### config.mk
export PLATFORM = sky130hd
export DESIGN_NAME = seg7_capture
export DESIGN_NICKNAME = d
export VERILOG_FILES = /design/src/rtl/seg7_pkg.sv /design/src/rtl/seg7_pattern_decode.sv /design/src/rtl/seg7_capture.sv
export SDC_FILE = /design/constraint.sdc
export NUM_CORES = 1
export LEC_CHECK = 0
export ABC_AREA = 1
export CORE_UTILIZATION = 51
export CTS_CLUSTER_DIAMETER = 150
export CTS_CLUSTER_SIZE = 30
export DETAILED_ROUTE_END_ITERATION = 12
export PLACE_DENSITY = 0.72
export SLEW_MARGIN = 20
export SYNTH_ARGS = -nofsm -noshare
export SYNTH_HDL_FRONTEND = slang
export SYNTH_SLANG_ARGS = --single-unit
### constraint.sdc
create_clock -name clk -period 3.4 [get_ports clk]
set_clock_uncertainty 0.15 [all_clocks]
set_input_delay 0.51 -clock clk [delete_from_list [all_inputs] [get_ports clk]]
set_output_delay 0.51 -clock clk [all_outputs]
set_load 0.01 [all_outputs]
### src/rtl/seg7_pkg.sv
// Shared seven-segment definitions: the team hex segment table (active low,
// bit6 = a .. bit0 = g), the blank pattern and the capture FSM encodings.
package seg7_pkg;

  localparam logic [6:0] SEG_0     = 7'b0000001;
  localparam logic [6:0] SEG_1     = 7'b1001111;
  localparam logic [6:0] SEG_2     = 7'b0010010;
  localparam logic [6:0] SEG_3     = 7'b0000110;
  localparam logic [6:0] SEG_4     = 7'b1001100;
  localparam logic [6:0] SEG_5     = 7'b0100100;
  localparam logic [6:0] SEG_6     = 7'b0100000;
  localparam logic [6:0] SEG_7     = 7'b0001111;
  localparam logic [6:0] SEG_8     = 7'b0000000;
  localparam logic [6:0] SEG_9     = 7'b0000100;
  localparam logic [6:0] SEG_A     = 7'b0001000;
  localparam logic [6:0] SEG_B     = 7'b1100000;
  localparam logic [6:0] SEG_C     = 7'b1110010;
  localparam logic [6:0] SEG_D     = 7'b1000010;
  localparam logic [6:0] SEG_E     = 7'b0110000;
  localparam logic [6:0] SEG_F     = 7'b0111000;
  localparam logic [6:0] SEG_BLANK = 7'b1111111;

  localparam logic [0:0] ST_COLLECT = 1'b0;
  localparam logic [0:0] ST_PUBLISH = 1'b1;

endpackage

### src/rtl/seg7_pattern_decode.sv
// Combinational inverse of the hex segment table: pattern -> nibble, with
// flags for the all-off pattern and for patterns outside the table.
module seg7_pattern_decode
  import seg7_pkg::*;
(
  input  logic [6:0] pattern,
  output logic [3:0] nibble,
  output logic       err,
  output logic       blank
);

  always_comb begin
    nibble = 4'h0;
    err    = 1'b0;
    blank  = 1'b0;
    case (pattern)
      SEG_0:     nibble = 4'h0;
      SEG_1:     nibble = 4'h1;
      SEG_2:     nibble = 4'h2;
      SEG_3:     nibble = 4'h3;
      SEG_4:     nibble = 4'h4;
      SEG_5:     nibble = 4'h5;
      SEG_6:     nibble = 4'h6;
      SEG_7:     nibble = 4'h7;
      SEG_8:     nibble = 4'h8;
      SEG_9:     nibble = 4'h9;
      SEG_A:     nibble = 4'hA;
      SEG_B:     nibble = 4'hB;
      SEG_C:     nibble = 4'hC;
      SEG_D:     nibble = 4'hD;
      SEG_E:     nibble = 4'hE;
      SEG_F:     nibble = 4'hF;
      SEG_BLANK: blank  = 1'b1;
      default:   err    = 1'b1;
    endcase
  end

endmodule

### src/rtl/seg7_capture.sv
// Display-bus snooper: rebuilds the four hex digits from the multiplexed
// anode/segment bus and publishes them once per frame. Optional idle
// watchdog enabled by defining SEG7_CAPTURE_TIMEOUT_EN.
module seg7_capture
  import seg7_pkg::*;
#(
  parameter int STABLE_CYCLES  = 4,
  parameter int TIMEOUT_CYCLES = 1000000
) (
  input  logic        clk,
  input  logic        reset,
  input  logic [3:0]  an,
  input  logic [6:0]  led,
  output logic [15:0] value,
  output logic        frame_valid,
  output logic [3:0]  digit_err,
  output logic [3:0]  blank,
  output logic        stale,
  output logic [0:0]  fsm_state
);

  localparam logic [7:0] STABLE = 8'(STABLE_CYCLES);

  logic [3:0]  an_s1, an_s2, an_prev;
  logic [6:0]  led_s1, led_s2, led_prev;
  logic [7:0]  stable_cnt;
  logic [3:0]  mask, mask_next;
  logic [15:0] hold_nib;
  logic [3:0]  hold_err, hold_blank;
  logic [0:0]  state, state_next;
  logic [3:0]  dec_nib;
  logic        dec_err, dec_blank;
  logic        an_legal, same, capture, timeout_hit;
  logic [3:0]  sel;

  seg7_pattern_decode u_decode (
    .pattern (led_s2),
    .nibble  (dec_nib),
    .err     (dec_err),
    .blank   (dec_blank)
  );

  // Exactly one anode low selects a digit; blanking or overlap samples nothing.
  assign sel      = ~an_s2;
  assign an_legal = $onehot(sel);
  assign same     = ({an_s2, led_s2} == {an_prev, led_prev});
  // Fires once per dwell: the counter saturates and only a change re-arms it.
  assign capture  = an_legal && same && ((stable_cnt + 8'd1) == STABLE);

  always_ff @(posedge clk or negedge reset) begin
    if (!reset) begin
      an_s1      <= 4'hF;
      an_s2      <= 4'hF;
      an_prev    <= 4'hF;
      led_s1     <= SEG_BLANK;
      led_s2     <= SEG_BLANK;
      led_prev   <= SEG_BLANK;
      stable_cnt <= 8'd0;
    end else begin
      an_s1    <= an;
      an_s2    <= an_s1;
      an_prev  <= an_s2;
      led_s1   <= led;
      led_s2   <= led_s1;
      led_prev <= led_s2;
      if (!an_legal || !same)
        stable_cnt <= 8'd0;
      else if (stable_cnt != STABLE)
        stable_cnt <= stable_cnt + 8'd1;
    end
  end

  // The publish clear comes first so a capture in that cycle survives it.
  always_comb begin
    mask_next = mask;
    if (state == ST_PUBLISH || timeout_hit)
      mask_next = 4'b0000;
    if (capture)
      mask_next = mask_next | sel;
  end

  always_comb begin
    state_next = state;
    case (state)
      ST_COLLECT: if (mask == 4'b1111) state_next = ST_PUBLISH;
      default:    state_next = ST_COLLECT;
    endcase
  end

  always_ff @(posedge clk or negedge reset) begin
    if (!reset) begin
      state       <= ST_COLLECT;
      mask        <= 4'b0000;
      hold_nib    <= 16'h0000;
      hold_err    <= 4'b0000;
      hold_blank  <= 4'b0000;
      value       <= 16'h0000;
      digit_err   <= 4'b0000;
      blank       <= 4'b0000;
      frame_valid <= 1'b0;
    end else begin
      state <= state_next;
      mask  <= mask_next;
      for (int i = 0; i < 4; i++) begin
        if (capture && sel[i]) begin
          hold_nib[i*4 +: 4] <= dec_nib;
          hold_err[i]        <= dec_err;
          hold_blank[i]      <= dec_blank;
        end
      end
      frame_valid <= (state == ST_PUBLISH);
      if (state == ST_PUBLISH) begin
        value     <= hold_nib;
        digit_err <= hold_err;
        blank     <= hold_blank;
      end
    end
  end

  assign fsm_state = state;

`ifdef SEG7_CAPTURE_TIMEOUT_EN
  localparam logic [19:0] TIMEOUT = 20'(TIMEOUT_CYCLES);
  logic [19:0] idle_cnt;

  assign timeout_hit = !capture && (idle_cnt == TIMEOUT - 20'd1);

  always_ff @(posedge clk or negedge reset) begin
    if (!reset) begin
      idle_cnt <= 20'd0;
      stale    <= 1'b0;
    end else begin
      if (capture)
        idle_cnt <= 20'd0;
      else if (idle_cnt != TIMEOUT)
        idle_cnt <= idle_cnt + 20'd1;
      if (state == ST_PUBLISH)
        stale <= 1'b0;
      else if (timeout_hit)
        stale <= 1'b1;
    end
  end
`else
  assign timeout_hit = 1'b0;
  assign stale       = 1'b0;
`endif

endmodule

# Word level (Yosys, flattened, before mapping)
# Cells that the tools add are included.
# classes
add_sub_neg	4
eq_ne	21
mux	9
bitwise_logic	2
reduce_logical	12
# op_table
op	n
$pmux 4 s15	1
$eq 7x7->1 const B	6
$eq 7x6->1 const B	4
$reduce_or 17->1	1
$mux 8	2
$eq 7x3->1 const B	2
$eq 7x4->1 const B	2
$eq 11x11->1	1
$add 8x1->8 const B	1
$eq 8x3->1 const B	1
$mux 4	2
$ne 8x3->1 const B	1
$eq 7x1->1 const B	1
$eq 7x5->1 const B	1
$logic_not 7->1	1
$logic_and 1x1->1	6
$add 1x1->2	2
$eq 4x4->1 const B	1
$mux 1	4
$not 4->4	1
$or 4x4->4	1
$add 2x2->3	1
$eq 3x1->1 const B	1
$logic_not 1->1	2
2 further kinds	2
# totals
ff_bits	95
input_bits	13
out_inout_bits	27
word_cells	73

# Logic depth before layout (Yosys ltp)
# Gate-level depths: netlist of run 1.
# logic_depth
word_depth	7
mapped_depth	14
ltp_nobuf	14

# By module
# A second synthesis of run 1 with hierarchy kept.
# unflattened
cells_unflattened	443
hier_area_um2	4125.2
# modules_own_cells
mod	n_inst	cells_per_inst	area_each_um2	seq_area_each_um2
seg7_capture	1	361	3764.9	2418.6
seg7_pattern_decode	1	82	360.3	0.0

# Worst setup path after synthesis of run 1
# OpenSTA, ideal clock, no wires.
# synth_path
path_kind	register to register
from	register an_s2[1]
to	register hold_blank[0]
setup_ns	0.117
t_arrival_ns	2.300
required_time_ns	3.133
setup_slack_ns	0.833
stages_incl_launch_ff	15
path_buffers	0
synth_period_minus_slack_ns	2.567
path_cell_list	dfstp_2 > fa_1 > inv_1 > ha_1 > ha_1 > inv_1 > nand3_1 > nor2_1 > nand2_1 > nor2_4 > nand2_2 > nor2_2 > nand3_2 > nand2_1 > nand2_1
# synth_via
elab_chain_cells	7
word_cells_on_any_way	8
cone_classes	2 x add/sub; 2 x eq/ne; 1 x bitwise; 3 x reduce/logical
# synth_lines
element	line	rtl
start, declared	seg7_capture.sv:24	logic [3:0] an_s1, an_s2, an_prev;
start signal, assigned	seg7_capture.sv:61	an_s2 <= an_s1;
$not 4->4	seg7_capture.sv:44	assign sel = ~an_s2;
$add 1x1->2 (not written as such)	seg7_capture.sv:45	assign an_legal = $onehot(sel);
$add 2x2->3 (not written as such)	seg7_capture.sv:45	
$eq 3x1->1	seg7_capture.sv:45	
$logic_and 1x1->1 * (2 in a row)	seg7_capture.sv:48	assign capture = an_legal && same && ((stable_cnt + 8'd1) == STABLE);
$logic_and 1x1->1 *	seg7_capture.sv:105	if (capture && sel[i]) begin
end signal, assigned by index	seg7_capture.sv:108	hold_blank[i] <= dec_blank;
end, declared	seg7_capture.sv:29	logic [3:0] hold_err, hold_blank;
# Mark *: on every way between the ends. The rest lies on a longest branch, timed or not.
# A chain may end at the register's enable or synchronous reset.

# Final worst setup path of run 1
# layout_path
from	register an_s2[1]
to	register hold_blank[2]
# The elaborated chain is that of the path after synthesis.

==> key figures, run 1 <==
Route
  • Residual DRC count: 0
  • Detail Route Antenna Nets: 0
  • WL/cell: about 12 µm
  • Length of the first detailed-routing pass in iterations: 6
  • Total detailed-routing wirelength: approximately 7500 µm
  • Number of DRC violations after detailed-routing iteration 0: roughly 140
  • Via count of the routed design: 3035
  • Routed vias/inst: a little under 5

GRT
  • Combined global-route utilization of all metal layers: a little over 20%
  • Largest net degree at the start of global routing: 82
  • Overflow left after global routing: 0
  • Global-route wire length before repair: about 13000 µm
  • Initial antenna violation count: 0
  • Vias in the first global route: between 3000 and 4000

Logic synthesis
  • Post-Syn Nets: 490
  • Async set-reset flop share out of synthesis: 100%
  • Synthesis-stage register bit count: 95
  • Top cells by area in the synthesized netlist: sky130_fd_sc_hd__dfrtp_1, sky130_fd_sc_hd__dfstp_2, sky130_fd_sc_hd__nand2_1, sky130_fd_sc_hd__nand3_1, sky130_fd_sc_hd__nor2_1
  • Count of synthesis-stage warnings from yosys: 0
  • Cell accounting for the most synthesized area: sky130_fd_sc_hd__dfrtp_1
  • Library cells used by synthesis: 28
  • Post-synth top flop: sky130_fd_sc_hd__dfrtp_1
  • Cell area after synthesis: 4100 µm²
  • Gate Count Post-Synth: around 470
  • Number of synthesized flops with an enable pin: 0
  • Share of synthesized area occupied by flip-flops and latches: between 50% and 60%
  • Top-area cell type share of the netlist area: roughly 38%
  • Synthesized area per cell: around 8.7 µm²

Setup path
  • Category of the most critical setup path: flip-flop to flip-flop
  • Startpoint types: flip-flop
  • Crit path largest cell delay: between 0.5 and 0.6 ns
  • Dominant delay contributor by cell family on the critical path: simple AND/OR/NAND/NOR gates
  • Maximum net fanout on the critical path: 7
  • Setup crit end kind: flip-flop
  • Worst Path Required: between 3 and 4 ns
  • Crit-path most repeated cell: sky130_fd_sc_hd__nand2_1
  • Worst Reg-to-Reg Cells: 14
  • Depth of the critical timing path with buffers and inverters included: 14
  • Critical path arrival: roughly 3.0 ns
  • Slowest CP cell: sky130_fd_sc_hd__dfstp_2
  • Total buffers and inverters traversed by the critical path: 2
  • Worst-path cell chain: fa_1 > inv_1 > ha_1 > ha_1 > inv_1 > nand3_1 > nor2_1 > nand2_1 > nor2_4 > nand2_2 > nor2_2 > nand3_2 > nand2_1 > nand2_1

STA
  • Worst max-slew margin expressed relative to the limit: approximately a third
  • Max-slew violation count: 0
  • Summed negative setup slack over all endpoints: 0 ns
  • Maximum achievable frequency: roughly 350 MHz
  • Endpoints failing hold: 0
  • Time the worst path needs with I/O delays and setup: 2.88 ns
  • RSZ-0062 raised after global routing: false
  • Tightest Pin Transition: 0.972 ns
  • Final setup violation count: 0
  • Portion of the clock cycle consumed by the worst path in the final layout: 84.6%

CTS
  • Post-cts repair resize count: 0
  • Source-to-sink clock delay at the later pin of the worst-skew pair: ~0.36 ns
  • Count of clock tree sinks: 95
  • CTS Hold Bufs: 0
  • Clock-pin slew of the registers on the worst-case setup and hold paths: approximately 0.090 ns
  • CTS buffer count: 9
  • Root Driver: sky130_fd_sc_hd__clkbuf_8
  • Postcts setup bufs: 0
  • TritonCTS clock tree: built
  • H-Tree Depth: 3
  • Worst-case clock buffer depth: 2

Layout
  • Share of layout cells above drive strength 1: ~15%
  • Combined flip-flop and latch cell area: 2420 µm²
  • Number of nets in the finished design: between 500 and 600
  • Post-route core utilization: around three fifths
  • Synth-to-Final Area Change: 15.6%
  • Area of combinational cells with multiple inputs: around 1500 µm²
  • Ant. Diodes: 0
  • Number of inserted filler cells in the final layout: between 600 and 700

Placement
  • Routability congestion estimate from global placement: between 0.9 and 1
  • Half-perimeter wire length after detailed placement: approximately 5400 µm
  • Number of buffer cells added on primary ports: 38

Floorplanning
  • I/O pin total: 40
  • Vertical die dimension: around 92 µm
  • Die outline area: approximately 8400 µm²
  • Width of the die: 91.7 µm
  • Floorplan Core Area: around 8000 µm²
  • Number of standard-cell rows in the floorplan: 32
  • Effective utilization at floorplan: 52.8%

Power
  • Power density over the cells: 411 nW/µm²
  • Reported leakage power: 2.49 nW
  • Max VDD drop: 274 µV

Status
  • Run status: complete, no violations

Run
  • Count of maximum capacitance violations: 0

Worst hold path
  • Worst hold path class: input pin to async pin
-- cell usage after synthesis (5+ instances only) --
cell	instances
sky130_fd_sc_hd__nor2_1	37
sky130_fd_sc_hd__nand2_1	207
sky130_fd_sc_hd__ha_1	5
sky130_fd_sc_hd__dfstp_2	33
sky130_fd_sc_hd__nand3_1	36
sky130_fd_sc_hd__inv_1	36
sky130_fd_sc_hd__inv_2	8
sky130_fd_sc_hd__dfrtp_1	62
sky130_fd_sc_hd__nand3_2	7
-- cells in the final DEF (no fill, tap or decap), types with 5 or more instances in the layout --
cell type	synthesis	layout
sky130_fd_sc_hd__nand2_1	207	207
sky130_fd_sc_hd__dfrtp_1	62	62
sky130_fd_sc_hd__nor2_1	37	37
sky130_fd_sc_hd__clkdlybuf4s50_1	0	37
sky130_fd_sc_hd__inv_1	36	36
sky130_fd_sc_hd__nand3_1	36	36
sky130_fd_sc_hd__dfstp_2	33	33
sky130_fd_sc_hd__clkbuf_8	0	9
sky130_fd_sc_hd__inv_2	8	8
sky130_fd_sc_hd__nand3_2	7	7
sky130_fd_sc_hd__ha_1	5	5
-- worst reg2reg max path, cell delays in order (launching register included) --
cell	delay, ns
sky130_fd_sc_hd__dfstp_2	0.58
sky130_fd_sc_hd__fa_1	0.43
sky130_fd_sc_hd__inv_1	0.07
sky130_fd_sc_hd__ha_1	0.14
sky130_fd_sc_hd__ha_1	0.22
sky130_fd_sc_hd__inv_1	0.05
sky130_fd_sc_hd__nand3_1	0.06
sky130_fd_sc_hd__nor2_1	0.10
sky130_fd_sc_hd__nand2_1	0.09
sky130_fd_sc_hd__nor2_4	0.15
sky130_fd_sc_hd__nand2_2	0.09
sky130_fd_sc_hd__nor2_2	0.23
sky130_fd_sc_hd__nand3_2	0.21
sky130_fd_sc_hd__nand2_1	0.13
sky130_fd_sc_hd__nand2_1	0.06
-- stage by stage --
step,hold slack (ns),instance area (µm²),power [mW],worst slack (ns),cells
4_1_cts,0.189,4740,1.97,0.498,619
2_1_floorplan,0.0644,4100,1.25,0.833,471
3_3_place_gp,0.195,4560,1.29,0.632,603
3_5_place_dp,0.197,4560,1.30,0.537,603
5_1_grt,0.214,4740,2.03,0.313,619
6_report,0.160,4740,1.95,0.523,619
-- layout make-up --
class / instances / share of cell area, %
Timing Repair Buffer: 40 / 8.28
Sequential cell: 95 / 51.0
Multi-Input combinational cell: 320 / 30.6
Inverter: 46 / 3.69
Clock buffer: 9 / 2.61
Clock inverter: 7 / 1.19
Tap cell: 102 / 2.69
-- path summary, 6_finish.rpt --
| path | from | slack (ns) | end |
|---|---|---|---|
| max in group asynchronous | reset | 2.13 | led_s2[0]$_DFF_PN1_ |
| min reg2reg | an_s1[3]$_DFF_PN1_ | 0.21 | an_s2[3]$_DFF_PN1_ |
| min in group clk | an_s1[3]$_DFF_PN1_ | 0.21 | an_s2[3]$_DFF_PN1_ |
| max reg2reg | an_s2[1]$_DFF_PN1_ | 0.52 | hold_blank[2]$_DFFE_PN0P_ |
| min | reset | 0.16 | frame_valid$_DFF_PN0_ |
| max | an_s2[1]$_DFF_PN1_ | 0.52 | hold_blank[2]$_DFFE_PN0P_ |
-- power by group --
group / internal, mW / switching, mW / leakage, nW
clock network: 0.273 / 0.403 / 0.0838
logic: 0.0322 / 0.0612 / 1.19
registers: 1.17 / 0.0163 / 1.21
-- sequential cells by signal, summed over array words and instances (netlist names) --
| name | cells |
|---|---|
| digit_err | 4 |
| hold_err | 4 |
| led_prev | 7 |
| hold_blank | 4 |
| led_s2 | 7 |
| an_s1 | 4 |
| mask | 4 |
| hold_nib | 16 |
| frame_valid | 1 |
| an_prev | 4 |
| fsm_state | 1 |
| led_s1 | 7 |
| an_s2 | 4 |
| value | 16 |
| stable_cnt | 8 |
| blank | 4 |
-- per-layer routing --
metal / global-route usage, % / routed length (µm)
met1: 26.3 / 3430
met2: 34.3 / 3670
met3: 2.99 / 251
met4: 7.55 / 146
met5: 0 / 0
-- kinds of logic after synthesis --
kind of cell / after synthesis / share of synthesized area, %
simple gates: 301 / 30.9
flops: 95 / 59.0
buf+inv: 56 / 5.70
compound gates: 6 / 0.732
xor+xnor: 6 / 1.65
fa+ha+maj: 6 / 2.01
other cells: 1 / 0.0914
(Power assumes the default switching activity.)
==> inputs of run 2 (changes only) <==
==> constraint.sdc (replaced) <==
create_clock -name clk -period 2.7 [get_ports clk]
set_clock_uncertainty 0.15 [all_clocks]
set_input_delay 0.405 -clock clk [delete_from_list [all_inputs] [get_ports clk]]
set_output_delay 0.405 -clock clk [all_outputs]
set_load 0.01 [all_outputs]
==> key figures, run 2 (synthesis gave the netlist of run 1 again) <==
Run
  • Count of maximum capacitance violations: 0 (unchanged)

Route
  • Via count of the routed design: 3099 (was 3035)
  • Total detailed-routing wirelength: 7980 µm (was 7490 µm)
  • Residual DRC count: 0 (unchanged)
  • Detail Route Antenna Nets: 0 (unchanged)
  • Number of DRC violations after detailed-routing iteration 0: 233 (was 136)
  • WL/cell: 12.7 µm (was 12.1 µm)
  • Routed vias/inst: 4.92 (was 4.90)
  • Length of the first detailed-routing pass in iterations: 4 (was 6)

Layout
  • Most common cell after layout, fill and taps aside: sky130_fd_sc_hd__nand2_1 (unchanged)
  • Ant. Diodes: 0 (unchanged)
  • Final std cell area, no fill: 4960 µm² (was 4740 µm²)
  • Number of nets in the finished design: 542 (was 531)
  • Layout Cells excl Fill: 630 (was 619)
  • Share of layout cells above drive strength 1: 20.5% (was 15.1%)
  • Biggest registers after layout: hold_nib (16), value (16), stable_cnt (8) (unchanged)
  • Synth-to-Final Area Change: 20.9% (was 15.6%)
  • Most used cells in the layout excluding fill and tap cells: sky130_fd_sc_hd__nand2_1, sky130_fd_sc_hd__dfrtp_1, sky130_fd_sc_hd__clkdlybuf4s50_1 (was sky130_fd_sc_hd__nand2_1, sky130_fd_sc_hd__dfrtp_1, sky130_fd_sc_hd__nor2_1, sky130_fd_sc_hd__clkdlybuf4s50_1)

Setup path
  • Reg-to-Reg Start: an_s2[1]$_DFF_PN1_ (unchanged)
  • Slack of the worst reg-to-reg path: -0.01 ns (was 0.52 ns)
  • Critical path arrival: 2.82 ns (was 2.98 ns)
  • Reg-to-Reg End: hold_nib[4]$_DFFE_PN0P_ (was hold_blank[2]$_DFFE_PN0P_)
  • Setup crit end kind: flip-flop (unchanged)
  • Category of the most critical setup path: flip-flop to flip-flop (unchanged)
  • Startpoint types: flip-flop (unchanged)
  • Worst Path Required: 2.81 ns (was 3.50 ns)
  • Maximum net fanout on the critical path: 7 (unchanged)
  • Worst Reg-to-Reg Cells: 14 (unchanged)

GRT
  • Combined global-route utilization of all metal layers: 20.4% (was 20.1%)
  • Vias in the first global route: 2994 (was 3058)
  • Initial antenna violation count: 0 (unchanged)
  • Largest net degree at the start of global routing: 29 (was 82)
  • Global-route wire length before repair: 13200 µm (was 13500 µm)
  • Overflow left after global routing: 0 (unchanged)

STA
  • Time the worst path needs with I/O delays and setup: 2.71 ns (was 2.88 ns)
  • Max-slew violation count: 0 (unchanged)
  • Crit path setup slack, layout: -0.0108 ns (was 0.523 ns)
  • Final setup violation count: 2 (was 0)
  • Portion of the clock cycle consumed by the worst path in the final layout: 100% (was 84.6%)
  • RSZ-0062 raised after global routing: true (was false)
  • Summed negative setup slack over all endpoints: -0.0115 ns (was 0 ns)
  • Endpoints failing hold: 0 (unchanged)
  • Maximum achievable frequency: 369 MHz (was 348 MHz)

CTS
  • Clock-pin slew of the registers on the worst-case setup and hold paths: 0.10 ns (was 0.09 ns)
  • CTS buffer count: 9 (unchanged)
  • H-Tree Depth: 3 (unchanged)
  • Count of clock tree sinks: 95 (unchanged)
  • Source-to-sink clock delay at the later pin of the worst-skew pair: 0.36 ns (about the same)
  • Worst-case clock buffer depth: 2 (unchanged)
  • TritonCTS clock tree: built (unchanged)
  • Root Driver: sky130_fd_sc_hd__clkbuf_8 (unchanged)

Worst hold path
  • WHS Path Cells: 0
  • Worst hold path class: flip-flop to flip-flop (was input pin to async pin)
  • Min-Delay Startpoint: led_s1[0]$_DFF_PN1_
  • Worst Hold Path EP: led_s2[0]$_DFF_PN1_

Floorplanning
  • Floorplan Core Area: 7770 µm² (unchanged)
  • Width of the die: 91.7 µm (unchanged)
  • I/O pin total: 40 (unchanged)
  • Die outline area: 8410 µm² (unchanged)
  • Number of standard-cell rows in the floorplan: 32 (unchanged)
  • Effective utilization at floorplan: 52.8% (unchanged)
  • Vertical die dimension: 91.7 µm (unchanged)

Power
  • Max VDD drop: 357 µV (was 274 µV)
  • Reported leakage power: 2.56 nW (was 2.49 nW)
  • Power consumption: 2.56 mW (was 1.95 mW)
  • Power density over the cells: 516 nW/µm² (was 411 nW/µm²)

Placement
  • Number of placed instances, taps included: 610 (was 603)
  • Worst slack at placement: -0.0646 ns (was 0.537 ns)
  • Number of buffer cells added on primary ports: 38 (unchanged)
  • Routability congestion estimate from global placement: 0.955 (was 0.970)
  • Half-perimeter wire length after detailed placement: 5600 µm (was 5350 µm)
  • Area of placed instances: 4630 µm² (was 4560 µm²)

Status
  • Failing checks: negative setup slack
  • Run status: finished, violations left (was complete, no violations)
[run 2: cell count changes in the layout (fill, tap and decap cells not counted), sizes merged]
cell | before | now
dlygate4sd3 | 0 | 1
bufinv | 0 | 1
clkinv | 3 | 2
clkbuf | 9 | 10
inv | 47 | 48
clkinvlp | 3 | 1
buf | 3 | 13
[run 2: through the flow]
step | util, % | hold WS (ns)
2_1_floorplan | - | -0.0406
5_1_grt | 63.9 | 0.212
6_report | 63.9 | 0.208
3_3_place_gp | 59.6 | 0.184
4_1_cts | 62.4 | 0.211
3_5_place_dp | 59.6 | 0.191
[run 2: worst max path at each step]
stage | startpoint | end | slack [ns] | cells past startpoint
final | an_s2[1]$_DFF_PN1_ | hold_nib[4]$_DFFE_PN0P_ | -0.01 | 14
after global routing | an_s2[1]$_DFF_PN1_ | hold_nib[4]$_DFFE_PN0P_ | -0.15 | 14
after CTS | an_s2[0]$_DFF_PN1_ | hold_blank[2]$_DFFE_PN0P_ | -0.02 | 14
after detailed placement | an_s2[0]$_DFF_PN1_ | hold_nib[6]$_DFFE_PN0P_ | -0.06 | 14
after global placement | an_s2[0]$_DFF_PN1_ | hold_err[1]$_DFFE_PN0P_ | -0.009 | 14
after floorplan | an_s2[1]$_DFF_PN1_ | hold_blank[0]$_DFFE_PN0P_ | 0.13 | 14
[run 2: repair_timing]
action | CTS | global route
endpoints found under the setup margin | 24 | 28
resized for setup | 2 | 25
pin swaps | 0 | 12
endpoints found under the hold margin | 25 | 0
setup buffers | 0 | 3
hold buffers | 1 | 0
[run 2: power breakdown]
part	leakage, nW	internal, mW	switching [mW]
combinational	1.25	0.0536	0.0892
sequential	1.21	1.47	0.0192
clock	0.0976	0.434	0.497
[run 2: critical path, stage by stage, from the launching register on]
cell and delay, ns:
sky130_fd_sc_hd__dfstp_2 0.55, sky130_fd_sc_hd__fa_1 0.42, sky130_fd_sc_hd__inv_2 0.09, sky130_fd_sc_hd__ha_4 0.14, sky130_fd_sc_hd__ha_4 0.20, sky130_fd_sc_hd__inv_2 0.05, sky130_fd_sc_hd__nand3_2 0.06, sky130_fd_sc_hd__nor2_2 0.09
sky130_fd_sc_hd__nand2_2 0.07, sky130_fd_sc_hd__nor2_4 0.11, sky130_fd_sc_hd__nand2_2 0.09, sky130_fd_sc_hd__nor2_4 0.25, sky130_fd_sc_hd__nand3_4 0.19, sky130_fd_sc_hd__nand2_1 0.11, sky130_fd_sc_hd__nand2_1 0.06
[run 2: per-layer routing]
metal / track usage, % / share of wire (%) / up-vias
li1: - / - / 1543
met1: 26.8 / 45 / 1468
met2: 32.5 / 49 / 73
met3: 3.48 / 3.9 / 15
met4: 10.8 / 2.8 / 0
met5: 0 / 0 / -
[run 2: layout make-up]
type | count | area (µm²)
fill | 661 | 2810
clock inverter | 6 | 66.3
timing repair buffer | 51 | 490
clock buffer | 10 | 128
multi-input combinational | 320 | 1560
tap | 102 | 128
inverter | 46 | 175
sequential | 95 | 2420
